$ cat src/rtl/DataTypes_pkg.sv
// Shared types for the multicycle RV32I core: ALU operation codes, controller
// state encoding, opcode constants and the immediate-format helper.
package DataTypes_pkg;

    typedef enum logic [3:0] {
        ALU_ADD  = 4'd0,
        ALU_SUB  = 4'd1,
        ALU_SLL  = 4'd2,
        ALU_SLT  = 4'd3,
        ALU_SLTU = 4'd4,
        ALU_XOR  = 4'd5,
        ALU_SRL  = 4'd6,
        ALU_SRA  = 4'd7,
        ALU_OR   = 4'd8,
        ALU_AND  = 4'd9,
        ALU_SrB  = 4'd10
    } ALUop_t;

    // Coarse ALU intent chosen by the FSM, refined by alu_decoder
    typedef enum logic [1:0] {
        ALUCLS_ADD    = 2'd0,
        ALUCLS_BRANCH = 2'd1,
        ALUCLS_FUNCT  = 2'd2,
        ALUCLS_SRB    = 2'd3
    } alu_class_t;

    typedef enum logic [3:0] {
        S_FETCH    = 4'd0,
        S_DECODE   = 4'd1,
        S_MEMADR   = 4'd2,
        S_MEMREAD  = 4'd3,
        S_MEMWB    = 4'd4,
        S_MEMWRITE = 4'd5,
        S_EXECR    = 4'd6,
        S_EXECI    = 4'd7,
        S_LUI      = 4'd8,
        S_JALRADR  = 4'd9,
        S_JAL      = 4'd10,
        S_BRANCH   = 4'd11,
        S_ALUWB    = 4'd12
    } ctrl_state_t;

    localparam logic [6:0] OP_LOAD   = 7'b0000011;
    localparam logic [6:0] OP_STORE  = 7'b0100011;
    localparam logic [6:0] OP_R      = 7'b0110011;
    localparam logic [6:0] OP_I      = 7'b0010011;
    localparam logic [6:0] OP_LUI    = 7'b0110111;
    localparam logic [6:0] OP_AUIPC  = 7'b0010111;
    localparam logic [6:0] OP_JAL    = 7'b1101111;
    localparam logic [6:0] OP_JALR   = 7'b1100111;
    localparam logic [6:0] OP_BRANCH = 7'b1100011;

    localparam logic [2:0] IMM_I = 3'b000;
    localparam logic [2:0] IMM_S = 3'b001;
    localparam logic [2:0] IMM_B = 3'b010;
    localparam logic [2:0] IMM_J = 3'b011;
    localparam logic [2:0] IMM_U = 3'b100;

    function automatic logic [2:0] imm_src_of(input logic [6:0] op);
        logic [2:0] fmt;
        case (op)
            OP_STORE:          fmt = IMM_S;
            OP_BRANCH:         fmt = IMM_B;
            OP_JAL:            fmt = IMM_J;
            OP_LUI, OP_AUIPC:  fmt = IMM_U;
            default:           fmt = IMM_I;
        endcase
        return fmt;
    endfunction

endpackage

$ cat src/rtl/alu_decoder.sv
// Combinational ALU operation select: maps the FSM's ALU class plus the
// instruction function fields to a concrete ALUop_t.
module alu_decoder
    import DataTypes_pkg::*;
(
    input  alu_class_t  alu_class,
    input  logic [2:0]  funct3,
    input  logic        funct7b5,
    input  logic        op5,
    output ALUop_t      alu_op
);

    // Branch compares reuse SUB/SLT/SLTU so the Zero flag encodes the outcome
    always_comb begin
        alu_op = ALU_ADD;
        case (alu_class)
            ALUCLS_ADD: alu_op = ALU_ADD;
            ALUCLS_SRB: alu_op = ALU_SrB;
            ALUCLS_BRANCH: begin
                case (funct3[2:1])
                    2'b00:   alu_op = ALU_SUB;
                    2'b10:   alu_op = ALU_SLT;
                    2'b11:   alu_op = ALU_SLTU;
                    default: alu_op = ALU_ADD;
                endcase
            end
            ALUCLS_FUNCT: begin
                case (funct3)
                    3'b000:  alu_op = (op5 & funct7b5) ? ALU_SUB : ALU_ADD;
                    3'b001:  alu_op = ALU_SLL;
                    3'b010:  alu_op = ALU_SLT;
                    3'b011:  alu_op = ALU_SLTU;
                    3'b100:  alu_op = ALU_XOR;
                    3'b101:  alu_op = funct7b5 ? ALU_SRA : ALU_SRL;
                    3'b110:  alu_op = ALU_OR;
                    3'b111:  alu_op = ALU_AND;
                    default: alu_op = ALU_ADD;
                endcase
            end
            default: alu_op = ALU_ADD;
        endcase
    end

endmodule

$ cat src/rtl/mc_control_unit.sv
// Multicycle RV32I main controller: Moore FSM sequencing the shared datapath
// one micro-step per cycle; only branch PCWrite looks at Zero combinationally.
module mc_control_unit
    import DataTypes_pkg::*;
(
    input  logic        clk,
    input  logic        rst_n,
    input  logic [6:0]  op,
    input  logic [2:0]  funct3,
    input  logic        funct7b5,
    input  logic        Zero,
    input  logic        MemReady,
    output logic        PCWrite,
    output logic        AdrSrc,
    output logic        MemWrite,
    output logic        IRWrite,
    output logic [1:0]  ResultSrc,
    output logic [1:0]  ALUSrcA,
    output logic [1:0]  ALUSrcB,
    output logic [2:0]  ImmSrc,
    output ALUop_t      ALUControl,
    output logic        RegWrite,
    output logic        IllegalInstr
);

    ctrl_state_t state_r;
    ctrl_state_t state_next_s;
    alu_class_t  alu_class_s;
    logic        known_op_s;
    logic        illegal_s;
    logic        taken_s;
    logic        pc_write_s;
    logic        ir_write_s;
    logic        mem_write_s;
    logic        reg_write_s;
    logic        illegal_pulse_s;

    // Opcode legality, including the two unassigned branch funct3 codes
    always_comb begin
        case (op)
            OP_LOAD, OP_STORE, OP_R, OP_I, OP_LUI,
            OP_AUIPC, OP_JAL, OP_JALR, OP_BRANCH: known_op_s = 1'b1;
            default:                              known_op_s = 1'b0;
        endcase
        illegal_s = ~known_op_s | ((op == OP_BRANCH) & (funct3[2:1] == 2'b01));
    end

    // beq/bge/bgeu take on Zero, bne/blt/bltu on !Zero
    assign taken_s = Zero ^ (funct3[0] ^ funct3[2]);

    // Next-state selection
    always_comb begin
        state_next_s = state_r;
        case (state_r)
            S_FETCH:    state_next_s = MemReady ? S_DECODE : S_FETCH;
            S_DECODE: begin
                if (illegal_s) begin
                    state_next_s = S_FETCH;
                end else begin
                    case (op)
                        OP_LOAD, OP_STORE: state_next_s = S_MEMADR;
                        OP_R:              state_next_s = S_EXECR;
                        OP_I:              state_next_s = S_EXECI;
                        OP_LUI:            state_next_s = S_LUI;
                        OP_AUIPC:          state_next_s = S_ALUWB;
                        OP_JAL:            state_next_s = S_JAL;
                        OP_JALR:           state_next_s = S_JALRADR;
                        OP_BRANCH:         state_next_s = S_BRANCH;
                        default:           state_next_s = S_FETCH;
                    endcase
                end
            end
            S_MEMADR:   state_next_s = (op == OP_STORE) ? S_MEMWRITE : S_MEMREAD;
            S_MEMREAD:  state_next_s = MemReady ? S_MEMWB : S_MEMREAD;
            S_MEMWB:    state_next_s = S_FETCH;
            S_MEMWRITE: state_next_s = MemReady ? S_FETCH : S_MEMWRITE;
            S_EXECR:    state_next_s = S_ALUWB;
            S_EXECI:    state_next_s = S_ALUWB;
            S_LUI:      state_next_s = S_ALUWB;
            S_JALRADR:  state_next_s = S_JAL;
            S_JAL:      state_next_s = S_ALUWB;
            S_BRANCH:   state_next_s = S_FETCH;
            S_ALUWB:    state_next_s = S_FETCH;
            default:    state_next_s = S_FETCH;
        endcase
    end

    // State register
    always_ff @(posedge clk or negedge rst_n) begin
        if (!rst_n) begin
            state_r <= S_FETCH;
        end else begin
            state_r <= state_next_s;
        end
    end

    // Per-state datapath selects and raw enables
    always_comb begin
        AdrSrc          = 1'b0;
        ResultSrc       = 2'b00;
        ALUSrcA         = 2'b00;
        ALUSrcB         = 2'b00;
        ImmSrc          = IMM_I;
        alu_class_s     = ALUCLS_ADD;
        pc_write_s      = 1'b0;
        ir_write_s      = 1'b0;
        mem_write_s     = 1'b0;
        reg_write_s     = 1'b0;
        illegal_pulse_s = 1'b0;
        case (state_r)
            S_FETCH: begin
                ResultSrc  = 2'b10;
                ALUSrcB    = 2'b10;
                pc_write_s = MemReady;
                ir_write_s = MemReady;
            end
            S_DECODE: begin
                ALUSrcA         = 2'b01;
                ALUSrcB         = 2'b01;
                ImmSrc          = imm_src_of(op);
                illegal_pulse_s = illegal_s;
            end
            S_MEMADR: begin
                ALUSrcA = 2'b10;
                ALUSrcB = 2'b01;
                ImmSrc  = imm_src_of(op);
            end
            S_MEMREAD:  AdrSrc = 1'b1;
            S_MEMWB: begin
                ResultSrc   = 2'b01;
                reg_write_s = 1'b1;
            end
            S_MEMWRITE: begin
                AdrSrc      = 1'b1;
                mem_write_s = 1'b1;
            end
            S_EXECR: begin
                ALUSrcA     = 2'b10;
                alu_class_s = ALUCLS_FUNCT;
            end
            S_EXECI: begin
                ALUSrcA     = 2'b10;
                ALUSrcB     = 2'b01;
                alu_class_s = ALUCLS_FUNCT;
            end
            S_LUI: begin
                ALUSrcB     = 2'b01;
                ImmSrc      = IMM_U;
                alu_class_s = ALUCLS_SRB;
            end
            S_JALRADR: begin
                ALUSrcA = 2'b10;
                ALUSrcB = 2'b01;
            end
            S_JAL: begin
                ALUSrcA    = 2'b01;
                ALUSrcB    = 2'b10;
                pc_write_s = 1'b1;
            end
            S_BRANCH: begin
                ALUSrcA     = 2'b10;
                alu_class_s = ALUCLS_BRANCH;
                pc_write_s  = taken_s;
            end
            S_ALUWB:    reg_write_s = 1'b1;
            default:    ALUSrcB = 2'b10;
        endcase
    end

    alu_decoder u_alu_decoder (
        .alu_class (alu_class_s),
        .funct3    (funct3),
        .funct7b5  (funct7b5),
        .op5       (op[5]),
        .alu_op    (ALUControl)
    );

    // Enables drop the instant reset asserts, even mid-instruction
    assign PCWrite      = pc_write_s & rst_n;
    assign IRWrite      = ir_write_s & rst_n;
    assign MemWrite     = mem_write_s & rst_n;
    assign RegWrite     = reg_write_s & rst_n;
    assign IllegalInstr = illegal_pulse_s & rst_n;

endmodule

$ cat config.mk
export PLATFORM = sky130hd
export DESIGN_NAME = mc_control_unit
export DESIGN_NICKNAME = d
export VERILOG_FILES = /design/src/rtl/DataTypes_pkg.sv /design/src/rtl/alu_decoder.sv /design/src/rtl/mc_control_unit.sv
export SDC_FILE = /design/constraint.sdc
export NUM_CORES = 1
export LEC_CHECK = 0
export BUFFER_PORTS_ARGS = -buffer_cell sky130_fd_sc_hd__buf_4
export CAP_MARGIN = 20
export CORE_AREA = 5 5 51 53
export CTS_CLUSTER_DIAMETER = 50
export DETAILED_ROUTE_END_ITERATION = 6
export DIE_AREA = 0 0 56 58
export PLACE_DENSITY = 0.74
export SYNTH_ARGS = -nofsm -noshare
export SYNTH_HDL_FRONTEND = slang
export SYNTH_SLANG_ARGS = --single-unit
export TNS_END_PERCENT = 10
$ cat constraint.sdc
create_clock -name clk -period 1.3 [get_ports clk]
set_input_delay 0.065 -clock clk [delete_from_list [all_inputs] [get_ports clk]]
set_output_delay 0.065 -clock clk [all_outputs]
set_load 0.02 [all_outputs]
==> flow_summary.json, run 1 <==
{
  "status": "complete, but fails checks",
  "violations": "negative setup slack",
  "max_cap_violations": 0,
  "htree_levels": 1,
  "largest_register_ffs": 4,
  "port_buffers": 33,
  "die_w_um": 56,
  "cp_data_required_time_ps": 1240,
  "drc": 0,
  "crit_family": "flip-flops",
  "regMostFlops": "state_r",
  "end_kind": "primary output",
  "p_sw_share_pct": 46.8,
  "max-slew-margin-rel_pct": 75.2,
  "wl_per_cell_um": 14.5,
  "final_hold_viol_count": 0,
  "rsz0062_at_grt": "true",
  "power.switching_uw": 1110,
  "synth_top_cell_area_share_pct": 11.4,
  "die_h_um": 58,
  "min_period_ps": 1600,
  "post-dp-hpwl_mm": 2.19,
  "ys_seq_area_share_pct": 11.4,
  "ys_async_sr_fraction_pct": 100,
  "cts_tree": "built",
  "ys_types": 55,
  "cts_sinks": 4,
  "drive_above_1_share_pct": 52.9,
  "synth-seq-cells": 4,
  "seqPwrFrac_pct": 10.1,
  "path_cells": "buf_6 -> and3b_2 -> buf_6 -> a211o_1 -> buf_6",
  "postSynthAreaPerCell_um2": 7.05,
  "finalClockSkew_ps": 2.79,
  "post-route-worst-setup-slack_ps": -302,
  "place_ws_ps": -141,
  "track_usage_pct": 17.3,
  "clock_power_share_pct": 6.2,
  "dr.pass1.iters": 5,
  "dieArea_um2": 3250,
  "setup-violations-final": 22,
  "critical-path-max-stage-delay_ps": 420,
  "boundaryPins": 34,
  "synth_top_cell_by_area": "dfrtp_1",
  "rows": 17,
  "synth_nets": 139,
  "start_util_pct": 41.5,
  "syn_inst": 124,
  "worst_pin_slew_ps": 372,
  "grt_pass1_wl_mm": 4.61,
  "synthTopCellsByCount": "nand2_1 (17), nor2_1 (14)",
  "clockBufferDepth": 2,
  "drt_iter0_markers": 23,
  "power.total_uw": 2380,
  "overflow": 0,
  "antenna_found_initial": 0,
  "final_antenna_net_count": 0,
  "multi_input_area_um2": 774,
  "timing.fmax_ghz": 0.624,
  "p_per_area_nw_per_um2": 1670,
  "synth.most_common_cell": "nand2_1",
  "yosys_warnings": 0,
  "vias": 1122,
  "cts_made_buffers": 3,
  "power.leakage_uw": 0.000646,
  "cp.arrival_ps": 1540,
  "crit_buf_inv": 3,
  "worstSkewPairLatency_ps": 230,
  "design.core.area_um2": 2110,
  "place_congestion": 0.931,
  "worst_path_max_delay_cell": "dfrtp_1",
  "vias_per_cell": 5.55,
  "startpoint_type": "flop",
  "seq_area_um2": 101,
  "cpMostUsedCell": "buf_6",
  "worstSetupPathDepth": 5,
  "cts_root_buffer": "clkbuf_4",
  "synth_area_leaders": "dfrtp_1 (11%), nand2_1 (7.3%), nor2_1 (6.0%)",
  "comb_power_share_pct": 83.8,
  "grt_start_max_net_pins": 13,
  "final_cells": 202,
  "p_int_uw": 1260,
  "synth_edf_count": 0,
  "r2r_cells": 6,
  "ys.flop_type": "dfrtp_1",
  "hp-class": "input port to flop",
  "fillCellCount": 181,
  "critical_path_class": "flop to primary output",
  "slew_violations": 0,
  "syn-cell-area_um2": 875,
  "dp_cells": 194,
  "nets": 191,
  "hold_path_depth": 3,
  "top_regs": "state_r: 4 flops",
  "irDropWorstVdd_mv": 1.09,
  "syn2layout_area_growth_pct": 62.8,
  "antenna_cells": 0,
  "drt-total-wl_mm": 2.92,
  "clk_pin_slew_ps": 30,
  "grt_pass1_vias": 1036,
  "crit_fanout": 5,
  "finalCritPeriodShare_pct": 123
}
==> layout by cell type, fill, tap and decap left out, drive strengths merged, types with 2 or more instances in the layout <==
cell type / n
nand3: 5
a21oi: 6
clkbuf: 3
a211o: 2
nand2b: 5
o21ai: 6
and2b: 3
and3b: 2
o221ai: 2
nor2: 14
dfrtp: 4
nor2b: 5
nand4: 2
xnor2: 4
buf: 58
nand2: 17
or2: 2
nor3: 5
a31o: 3
o21a: 2
==> final timing paths <==
| kind | startpoint | to | slack (ps) |
|---|---|---|---|
| min in group asynchronous | rst_n | state_r[3]$_DFF_PN0_ | 250 |
| worst max register to register | state_r[2]$_DFF_PN0_ | state_r[3]$_DFF_PN0_ | -170 |
| worst max-delay path | state_r[2]$_DFF_PN0_ | ALUControl[1] | -300 |
| max in group asynchronous | rst_n | state_r[1]$_DFF_PN0_ | 860 |
| worst min register to register | state_r[3]$_DFF_PN0_ | state_r[0]$_DFF_PN0_ | 760 |
| worst min-delay path | op[0] | state_r[0]$_DFF_PN0_ | 190 |
==> logic make-up (layout without fill, tap and decap cells) <==
family                    Yosys count  in the layout  synth area share [%]
and+or+nand+nor                    67             67                  41.1
buffers and inverters              13             63                  11.3
xor gates and xnor gates            5              5                  5.01
AOI/OAI and AO/OA                  34             34                  29.9
DFF                                 4              4                  11.4
muxes                               1              1                  1.29
==> per-stage QoR <==
stage / cell area (um^2) / util [%] / hold WS [ps] / TNS, ps
final: 1420 / 67.6 / 192 / -4090
after global routing: 1420 / 67.6 / 197 / -5590
after CTS: 1370 / 64.8 / 189 / -3310
after detailed placement: 1230 / 58.4 / -119 / -720
after global placement: 1230 / 58.4 / -121 / -616
after floorplan: 885 / - / -231 / -428
==> power by group through the flow <==
stage / logic (uW) / clock network (uW) / registers, uW
6_report: 1990 / 146 / 239
5_1_grt: 2120 / 168 / 245
4_1_cts: 1890 / 151 / 225
3_5_place_dp: 1660 / 0 / 222
3_3_place_gp: 1620 / 0 / 220
2_1_floorplan: 1070 / 0 / 202
==> tightest hold or removal path, stage by stage <==
cell,delay [ps]
buf_4,130
nand4_2,100
o32ai_2,80
==> final cells by class <==
type                            count  area share (%)
Multi-Input combinational cell    107            54.4
Timing Repair Buffer               59            34.0
Sequential cell                     4            7.12
Tap cell                           28            2.46
Clock buffer                        3            1.58
Inverter                            1           0.439
==> what timing repair did <==
action	4_1_cts	5_1_grt
gates resized for setup	23	14
setup buffers	3	1
pin swaps	6	7
endpoints found under the hold margin	4	0
setup endpoints to repair	23	23
hold buffers	1	0
==> per-layer routing <==
metal  track usage [%]  wire, um  vias to the layer above
li1                  -         -                      552
met1              20.4      1220                      526
met2              31.4      1520                       42
met3              2.00       164                        2
met4              7.80        21                        0
met5                 0         0                        -
Power figures use the tool's default switching activity.
==> run 2, diff against run 1 <==
--- a/config.mk
+++ b/config.mk
@@ -8,3 +8,3 @@
 export BUFFER_PORTS_ARGS = -buffer_cell sky130_fd_sc_hd__buf_4
-export CAP_MARGIN = 20
+export CAP_MARGIN = 15
 export CORE_AREA = 5 5 51 53
==> constraint.sdc (replaced) <==
create_clock -name clk -period 1.3 [get_ports clk]
set_input_delay 0 -clock clk [delete_from_list [all_inputs] [get_ports clk]]
set_output_delay 0 -clock clk [all_outputs]
set_load 0.02 [all_outputs]
==> run 2 against run 1 <==
  * Non-clock buffer count unchanged
  * Total power up 2.9%
  * Design area up 2.1%
  * Highest routed layer unchanged
  * Largest power group unchanged
  * Wire length up 5.3%
  * Global-route usage down 0.75 points
  * Cell count unchanged
  * Clock power up 5%
  * Clock-buffer cell count unchanged
  * Sequential cell count unchanged
  * The flow still finishes with violations (negative setup slack)
  * Utilization up 1.4 points
  * Via count up 4.4%
==> flow_summary.json, run 2 (synthesis gave the netlist of run 1 again) <==
{
  "post-dp-hpwl_mm": 2.10,
  "cts_tree": "built",
  "grt_start_max_net_pins": 13,
  "end_kind": "primary output",
  "r2r_cells": 6,
  "final_hold_viol_count": 0,
  "drt_iter0_markers": 62,
  "rsz0062_at_grt": "true",
  "dieArea_um2": 3250,
  "place_congestion": 0.873,
  "drc": 0,
  "place_ws_ps": -40.0,
  "cts_sinks": 4,
  "max_cap_violations": 0,
  "vias": 1171,
  "antenna_found_initial": 0,
  "syn2layout_area_growth_pct": 66.2,
  "grt_pass1_wl_mm": 4.52,
  "cts_root_buffer": "clkbuf_4",
  "irDropWorstVdd_mv": 0.835,
  "final_cells": 202,
  "hp-class": "input port to async pin",
  "cp.arrival_ps": 1580,
  "finalCritPeriodShare_pct": 121,
  "dpl_cell_area_um2": 1210,
  "violations": "negative setup slack",
  "dr.pass1.iters": 4,
  "timing.fmax_ghz": 0.634,
  "cp_data_required_time_ps": 1300,
  "top_regs": "state_r: 4 flops",
  "final_antenna_net_count": 0,
  "critical_path_class": "flop to primary output",
  "nets": 191,
  "slew_violations": 0,
  "setup-violations-final": 21,
  "clockBufferDepth": 2,
  "max-slew-margin-rel_pct": 75.7,
  "cts_made_buffers": 3,
  "startpoint_type": "flop",
  "post-route-worst-setup-slack_ps": -277,
  "rrSetupSlack_ps": -130,
  "seq_area_um2": 103,
  "r2r_end": "state_r[3]$_DFF_PN0_",
  "power.leakage_uw": 0.000657,
  "drt-total-wl_mm": 3.08,
  "crit_fanout": 4,
  "htree_levels": 1,
  "overflow": 0,
  "rows": 17,
  "r2r_start": "state_r[2]$_DFF_PN0_",
  "layout_commonest_cell": "buf_4",
  "wl_per_cell_um": 15.2,
  "status": "complete, but fails checks",
  "worstSkewPairLatency_ps": 240,
  "grt_pass1_vias": 1040,
  "layout_common_cells": "buf_4 (41), buf_6 (16), nand2_1 (15)",
  "fillCellCount": 166,
  "worst_pin_slew_ps": 364,
  "track_usage_pct": 16.6,
  "die_h_um": 58,
  "design.core.area_um2": 2110,
  "min_period_ps": 1580,
  "fin_area_um2": 1450,
  "finalClockSkew_ps": 4.19,
  "dp_cells": 193,
  "multi_input_area_um2": 774,
  "die_w_um": 56,
  "power.total_uw": 2440,
  "largest_register_ffs": 4,
  "clk_pin_slew_ps": 40,
  "drive_above_1_share_pct": 52.9,
  "regMostFlops": "state_r",
  "antenna_cells": 0,
  "start_util_pct": 41.5,
  "finalHoldWorstSlack_ps": 131,
  "boundaryPins": 34,
  "vias_per_cell": 5.80,
  "p_per_area_nw_per_um2": 1680,
  "port_buffers": 33
}
run 2: cell type report:
cell class / count / share of cell area [%]
repair buffers: 59 / 35.3
inverters: 1 / 0.430
multi-input cells: 107 / 53.3
flip-flops and latches: 4 / 7.06
clock buffers: 3 / 1.55
well taps: 28 / 2.41
run 2: per-stage QoR:
step / utilization [%] / setup TNS, ps
4_1_cts: 63.0 / -2190
6_report: 69.0 / -3200
5_1_grt: 69.0 / -4390
3_5_place_dp: 57.6 / -89.2
2_1_floorplan: - / -248
3_3_place_gp: 57.6 / 0
run 2: report_power, final:
group	internal [uW]	switching, uW
Combinational	1030	1040
Clock	103	50.6
Sequential	172	50.4
run 2: worst max path at each step:
stage | from | to | slack (ps) | cells after the start
6_report | state_r[2]$_DFF_PN0_ | ALUControl[1] | -280 | 6
3_3_place_gp | state_r[2]$_DFF_PN0_ | ImmSrc[0] | 3 | 5
3_5_place_dp | state_r[2]$_DFF_PN0_ | ImmSrc[0] | -40 | 5
2_1_floorplan | state_r[3]$_DFF_PN0_ | ALUControl[2] | -100 | 5
5_1_grt | state_r[2]$_DFF_PN0_ | ALUControl[2] | -360 | 6
4_1_cts | state_r[2]$_DFF_PN0_ | ALUControl[1] | -240 | 5
run 2: worst max-delay path, stage by stage (launching register included):
cell	delay, ps
dfrtp_2	430
buf_6	130
and3b_2	230
nand2_2	80
a21oi_2	50
a211o_1	280
buf_6	140
run 2: routing by layer:
| metal | GRT usage (%) | vias to the layer above | share of wire [%] |
|---|---|---|---|
| li1 | - | 551 | - |
| met1 | 19.7 | 567 | 41 |
| met2 | 31.2 | 49 | 51 |
| met3 | 1.56 | 4 | 7.0 |
| met4 | 5.08 | 0 | 1.1 |
| met5 | 0 | - | 0 |
run 2: what timing repair did:
item,CTS,global route
endpoints found under the hold margin,4,0
gates resized for setup,19,25
hold buffers,1,0
endpoints found under the setup margin,15,22
pin swaps,8,14
buffers inserted,3,2
